===== src/rtl/knn_pkg.sv =====
// Shared definitions for the KNN pipeline stages: FSM encoding and sizing helpers.
package knn_pkg;

  typedef enum logic [1:0] {
    IDLE   = 2'd0,
    COUNT  = 2'd1,
    SELECT = 2'd2
  } knn_state_t;

  // Vote counters must hold the value K without wrapping.
  function automatic int cnt_width(input int k);
    return $clog2(k + 1);
  endfunction

  // Slot index width; at least one bit so K=1 still has a legal vector.
  function automatic int idx_width(input int k);
    return (k > 1) ? $clog2(k) : 1;
  endfunction

endpackage


===== src/rtl/knn_vote.sv =====
// Majority vote over the K nearest of N sorted neighbours.
// Tally phase walks K slots incrementing a per-label counter bank; select phase
// walks them again and keeps the first label with the strictly highest count,
// so ties go to the nearest slot.
module knn_vote
  import knn_pkg::*;
#(
  parameter int N      = 4,
  parameter int W      = 8,
  parameter int TYPE_W = 4,
  parameter int K      = 3
) (
  input  logic                  clk,
  input  logic                  rst,
  input  logic                  valid_sort,
  input  logic [N*W-1:0]        distance_array_sorted,
  input  logic [N*TYPE_W-1:0]   type_array_sorted,
  output logic [TYPE_W-1:0]     class_type,
  output logic [W-1:0]          nearest_distance,
  output logic                  class_valid,
  output logic                  busy,
  output logic                  overrun
);

  localparam int NUM_LBL = 1 << TYPE_W;
  localparam int CNT_W   = cnt_width(K);
  localparam int IDX_W   = idx_width(K);
  localparam logic [IDX_W-1:0] LAST    = IDX_W'(K - 1);
  localparam logic [CNT_W-1:0] CNT_MAX = CNT_W'(K);

  generate
    if (K < 1 || K > N) begin : g_bad_k
      $error("knn_vote: K must lie in 1..N");
    end
  endgenerate

  // Only slot-0 distance and the first K labels matter; the rest is dropped.
  logic unused_dist;
  logic unused_typ;
  generate
    if (N > 1) begin : g_ud
      assign unused_dist = ^distance_array_sorted[N*W-1:W];
    end else begin : g_ud0
      assign unused_dist = 1'b0;
    end
    if (K < N) begin : g_ut
      assign unused_typ = ^type_array_sorted[N*TYPE_W-1:K*TYPE_W];
    end else begin : g_ut0
      assign unused_typ = 1'b0;
    end
  endgenerate

  knn_state_t                 state;
  logic [K-1:0][TYPE_W-1:0]   typ_q;
  logic [W-1:0]               dist_q;
  logic [CNT_W-1:0]           cnt [NUM_LBL];
  logic [IDX_W-1:0]           idx;
  logic [TYPE_W-1:0]          best_lbl;
  logic [CNT_W-1:0]           best_cnt;

  logic [TYPE_W-1:0]          cur_typ;
  logic [CNT_W-1:0]           cur_cnt;
  logic                       take;
  logic [TYPE_W-1:0]          nxt_lbl;
  logic [CNT_W-1:0]           nxt_cnt;

  // Candidate for the current slot; slot 0 always seeds the running best.
  always_comb begin
    cur_typ = typ_q[idx];
    cur_cnt = cnt[cur_typ];
    take    = (idx == '0) || (cur_cnt > best_cnt);
    nxt_lbl = take ? cur_typ : best_lbl;
    nxt_cnt = take ? cur_cnt : best_cnt;
  end

  // Control FSM, counter bank and registered outputs.
  always_ff @(posedge clk or posedge rst) begin
    if (rst) begin
      state            <= IDLE;
      typ_q            <= '0;
      dist_q           <= '0;
      idx              <= '0;
      best_lbl         <= '0;
      best_cnt         <= '0;
      class_type       <= '0;
      nearest_distance <= '0;
      class_valid      <= 1'b0;
      busy             <= 1'b0;
      overrun          <= 1'b0;
      for (int i = 0; i < NUM_LBL; i++) cnt[i] <= '0;
    end else begin
      class_valid <= 1'b0;
      case (state)
        IDLE: begin
          if (valid_sort) begin
            for (int i = 0; i < K; i++)
              typ_q[i] <= type_array_sorted[i*TYPE_W +: TYPE_W];
            dist_q <= distance_array_sorted[W-1:0];
            for (int i = 0; i < NUM_LBL; i++) cnt[i] <= '0;
            idx   <= '0;
            busy  <= 1'b1;
            state <= COUNT;
          end
        end
        COUNT: begin
          // Saturate rather than wrap; K votes always fit, this is a guard.
          if (cur_cnt != CNT_MAX) cnt[cur_typ] <= cur_cnt + CNT_W'(1);
          if (idx == LAST) begin
            idx   <= '0;
            state <= SELECT;
          end else begin
            idx <= idx + IDX_W'(1);
          end
        end
        SELECT: begin
          best_lbl <= nxt_lbl;
          best_cnt <= nxt_cnt;
          if (idx == LAST) begin
            idx              <= '0;
            class_type       <= nxt_lbl;
            nearest_distance <= dist_q;
            class_valid      <= 1'b1;
            busy             <= 1'b0;
            state            <= IDLE;
          end else begin
            idx <= idx + IDX_W'(1);
          end
        end
        default: begin
          busy  <= 1'b0;
          state <= IDLE;
        end
      endcase
      // A request arriving mid-flight is dropped and remembered.
      if (valid_sort && state != IDLE) overrun <= 1'b1;
    end
  end

endmodule


===== config.mk =====
export PLATFORM = sky130hd
export DESIGN_NAME = knn_vote
export DESIGN_NICKNAME = d
export VERILOG_FILES = /design/src/rtl/knn_pkg.sv /design/src/rtl/knn_vote.sv
export SDC_FILE = /design/constraint.sdc
export NUM_CORES = 1
export LEC_CHECK = 0
export CAP_MARGIN = 25
export CORE_ASPECT_RATIO = 1.2
export CORE_UTILIZATION = 59
export CTS_BUF_LIST = sky130_fd_sc_hd__clkbuf_8
export DETAILED_ROUTE_END_ITERATION = 10
export PLACE_DENSITY = 0.95
export RECOVER_POWER = 25
export SLEW_MARGIN = 5
export SYNTH_ARGS = -nofsm -noshare
export SYNTH_HDL_FRONTEND = slang
export SYNTH_SLANG_ARGS = --single-unit
export TNS_END_PERCENT = 10

===== constraint.sdc =====
create_clock -name clk -period 8 [get_ports clk]
set_input_delay 1.2 -clock clk [delete_from_list [all_inputs] [get_ports clk]]
set_output_delay 1.2 -clock clk [all_outputs]
set_load 0.1 [all_outputs]

==> metrics.json <==
{
  "yosys": {
    "synth_sequential_area_ratio_pct": 48.7,
    "synth_cell_types": 46,
    "ys_async_sr_fraction_pct": 100,
    "synth_area_sq_um": 3960,
    "ys_seq_elements": 77,
    "postSynth.topFlopCell": "dfrtp_1",
    "postSynthAreaPerCell_sq_um": 10.6,
    "postSynthNetCount": 432,
    "synth-warning-count": 0,
    "syn-instance-count": 375,
    "synth_enable_flop_cells": 0
  },
  "layout": {
    "antenna-diode-count": 0,
    "area.growth.synth_to_final_pct": 14.5,
    "multi_input_area_sq_um": 1870,
    "drive_gt1_share_pct": 16.6,
    "nFillCells": 380,
    "ff_latch_area_sq_um": 1930,
    "finish.net_count": 462
  },
  "grt": {
    "grt_pass1_wl_mm": 15.9,
    "grt_max_degree": 78,
    "first_global_vias": 3285,
    "overflow": 0,
    "antenna_violations_before_repair": 0,
    "track_usage_pct": 29.4
  },
  "routing": {
    "drt_iter0_markers": 587,
    "routed-via-count": 3349,
    "viasPerCell": 6.77,
    "route.detailed.wl_per_inst_microns": 22.9,
    "first_pass_detailed_route_iteration_total": 6,
    "detail_route.drc_violations": 0,
    "antenna_violating_nets_post_route": 0,
    "route.final.wire_length_mm": 11.3
  },
  "clocking": {
    "cts_setup_buffers": 0,
    "cts_max_path_buffers": 2,
    "cts_resized": 0,
    "clk_pin_slew_ps": 80,
    "cts.htree.levels": 3,
    "tritoncts_num_sinks": 77,
    "cts_tree": "done",
    "cts_made_buffers": 9,
    "cts-hold-fix-buffers": 0,
    "clock_tree_root_driver_cell": "clkbuf_8",
    "insertion_delay_ps": 370
  },
  "setup_path": {
    "timing.critical_path.mode_cell": "clkbuf_1",
    "critical_path.max_stage_delay_ps": 2670,
    "worst-endpoint-arrival_ps": 4880,
    "setup.worst_path.start_class": "primary input",
    "critical_path_peak_fanout": 71,
    "worst_setup_path_endpoint": "cnt[27]$_DFFE_PP0P_",
    "path_class": "in -> async",
    "critical-path-slowest-cell": "clkbuf_1",
    "timing.critical_path.max_delay_family": "buffers and inverters",
    "worst-path-stages": 4,
    "end_kind": "async pin",
    "critPathRequiredTime_ps": 7620,
    "reg2regPathDepth": 10,
    "critical_path.reg2reg.endpoint": "cnt[17]$_DFFE_PP0P_",
    "ff2ff_setup_slack_ps": 3560,
    "path_cells": "dlygate4sd3_1 -> clkinv_1 -> clkbuf_1 -> clkbuf_1",
    "worst_setup_path_startpoint": "rst",
    "r2r_start": "idx[1]$_DFFE_PP0P_",
    "worstPathBufferInverterCount": 4
  },
  "timing": {
    "worstMarginPinSlew_ps": 3730,
    "total_of_endpoints_with_negative_setup_slack_in_the_final_report": 0,
    "grt_setup_unrepaired": "no",
    "totalNegativeSetupSlack_ps": 0,
    "achievable-frequency_mhz": 190,
    "skew_ps": 23.2,
    "slew_headroom_pct": -149,
    "share_of_the_cycle_needed_by_the_critical_path_after_routing_pct": 65.8,
    "finalHoldViolations": 0,
    "final_max_slew_viol_count": 72,
    "min_period_ps": 5260
  },
  "worst_hold_path": {
    "worstHoldPathCells": 2,
    "holdCritPathClass": "reg -> reg"
  },
  "die": {
    "top_level_ports": 66,
    "overall_die_width_microns": 76.8,
    "start_util_pct": 61.4,
    "placement_rows": 32,
    "die_area_sq_um": 7040,
    "die-height_microns": 91.7,
    "core_area_sq_um": 6450
  },
  "outcome": {
    "violations": "max-capacitance violations, max-slew violations",
    "outcome": "finished with violations"
  },
  "placement": {
    "dp_hpwl_mm": 6.41,
    "placement.io_buffers": 37,
    "gp_routability_congestion": 0.856
  },
  "run": {
    "max_cap_viol_count": 1
  }
}
[metrics by stage]
step	utilization, %	cell area [sq um]	setup WS, ps	instances	hold WS (ps)
after global placement	67.3	4340	3940	477	445
after floorplan	-	3960	4830	375	445
after CTS	70.1	4520	3720	493	488
final	70.2	4530	2740	495	486
after global routing	70.2	4530	1950	495	507
after detailed placement	67.3	4340	3770	477	467
[sequential cells by signal, indices dropped and copies added, names as in the netlist]
| register | cells |
|---|---|
| best_cnt | 2 |
| best_lbl | 4 |
| busy | 1 |
| class_type | 4 |
| class_valid | 1 |
| cnt | 32 |
| dist_q | 8 |
| idx | 2 |
| nearest_distance | 8 |
| overrun | 1 |
| state | 2 |
| typ_q | 12 |
[final cells by class]
class | count | share of cell area [%]
clock inverters | 7 | 1.30
repair buffers | 43 | 9.01
flip-flops and latches | 77 | 42.6
clock buffers | 9 | 2.74
well taps | 85 | 2.35
multi-input cells | 265 | 41.3
inverters | 9 | 0.746
[cell usage after synthesis (2+ instances only)]
cell type / instances / area [sq um]
o2bb2ai_1: 10 / 87.6
a22o_1: 7 / 61.3
nand3_1: 3 / 15.0
mux2i_1: 22 / 220
a21o_1: 2 / 15.0
a221oi_1: 5 / 43.8
buf_4: 5 / 37.5
o22ai_1: 2 / 12.5
ha_1: 6 / 75.1
o41ai_2: 4 / 65.1
o21ai_1: 20 / 100
a32o_1: 5 / 50.1
inv_1: 8 / 30.0
o41ai_1: 3 / 26.3
a32oi_1: 4 / 35.0
buf_2: 7 / 35.0
nand3b_1: 2 / 15.0
mux2_2: 28 / 315
nand2b_1: 2 / 12.5
nand2_2: 3 / 18.8
or3_4: 2 / 22.5
nand2_1: 70 / 263
nor3_2: 3 / 30.0
dfrtp_1: 77 / 1930
nor2_1: 18 / 67.6
a2bb2oi_2: 2 / 30.0
o21ai_0: 14 / 70.1
clkbuf_1: 10 / 37.5
nor2b_1: 5 / 31.3
a21oi_1: 10 / 50.1
[layer usage]
metal | global-route usage [%] | vias up | routed length, microns
li1 | - | 1410 | -
met1 | 34.7 | 1587 | 4000
met2 | 49.5 | 285 | 5640
met3 | 6.37 | 67 | 1120
met4 | 16.3 | 0 | 576
met5 | 0 | - | 0
[cells by family after synthesis]
kind of cell | Yosys count | synth area share [%]
AOI/OAI and AO/OA | 97 | 19.0
adders and majority gates | 6 | 1.90
buffers and inverters | 33 | 4.02
DFF | 77 | 48.7
muxes | 51 | 13.9
and+or+nand+nor | 111 | 12.5
[cell usage in the layout, fill, tap and decap left out, types with 3 or more instances in the layout]
master / count
a21oi_1: 10
a221oi_1: 5
a22o_1: 7
a32o_1: 5
a32oi_1: 4
buf_4: 4
clkbuf_8: 9
clkdlybuf4s50_1: 36
clkinv_4: 3
dfrtp_1: 77
ha_1: 6
inv_1: 7
mux2_2: 28
mux2i_1: 22
nand2_1: 70
nand2_2: 3
nand3_1: 3
nor2_1: 18
nor2b_1: 5
nor3_2: 3
o21ai_0: 14
o21ai_1: 20
o2bb2ai_1: 10
o41ai_1: 3
o41ai_2: 4
[how the worst min path moves through the flow]
stage                                 to                 startpoint
5_1_grt               cnt[5]$_DFFE_PP0P_         cnt[5]$_DFFE_PP0P_
3_5_place_dp     best_lbl[2]$_DFFE_PP0P_    best_lbl[2]$_DFFE_PP0P_
6_report       class_type[3]$_DFFE_PP0P_  class_type[3]$_DFFE_PP0P_
2_1_floorplan    best_lbl[0]$_DFFE_PP0P_    best_lbl[0]$_DFFE_PP0P_
4_1_cts        class_type[3]$_DFFE_PP0P_  class_type[3]$_DFFE_PP0P_
3_3_place_gp         overrun$_DFFE_PP0P_        overrun$_DFFE_PP0P_
[worst min-delay path, stage by stage, from the launching register on]
cell and delay (ps):
dfrtp_1 350, nand2_1 50, o21ai_0 60
Power is not shown: default switching activity piles up to over one toggle a cycle in this logic, so the estimate is an artifact.
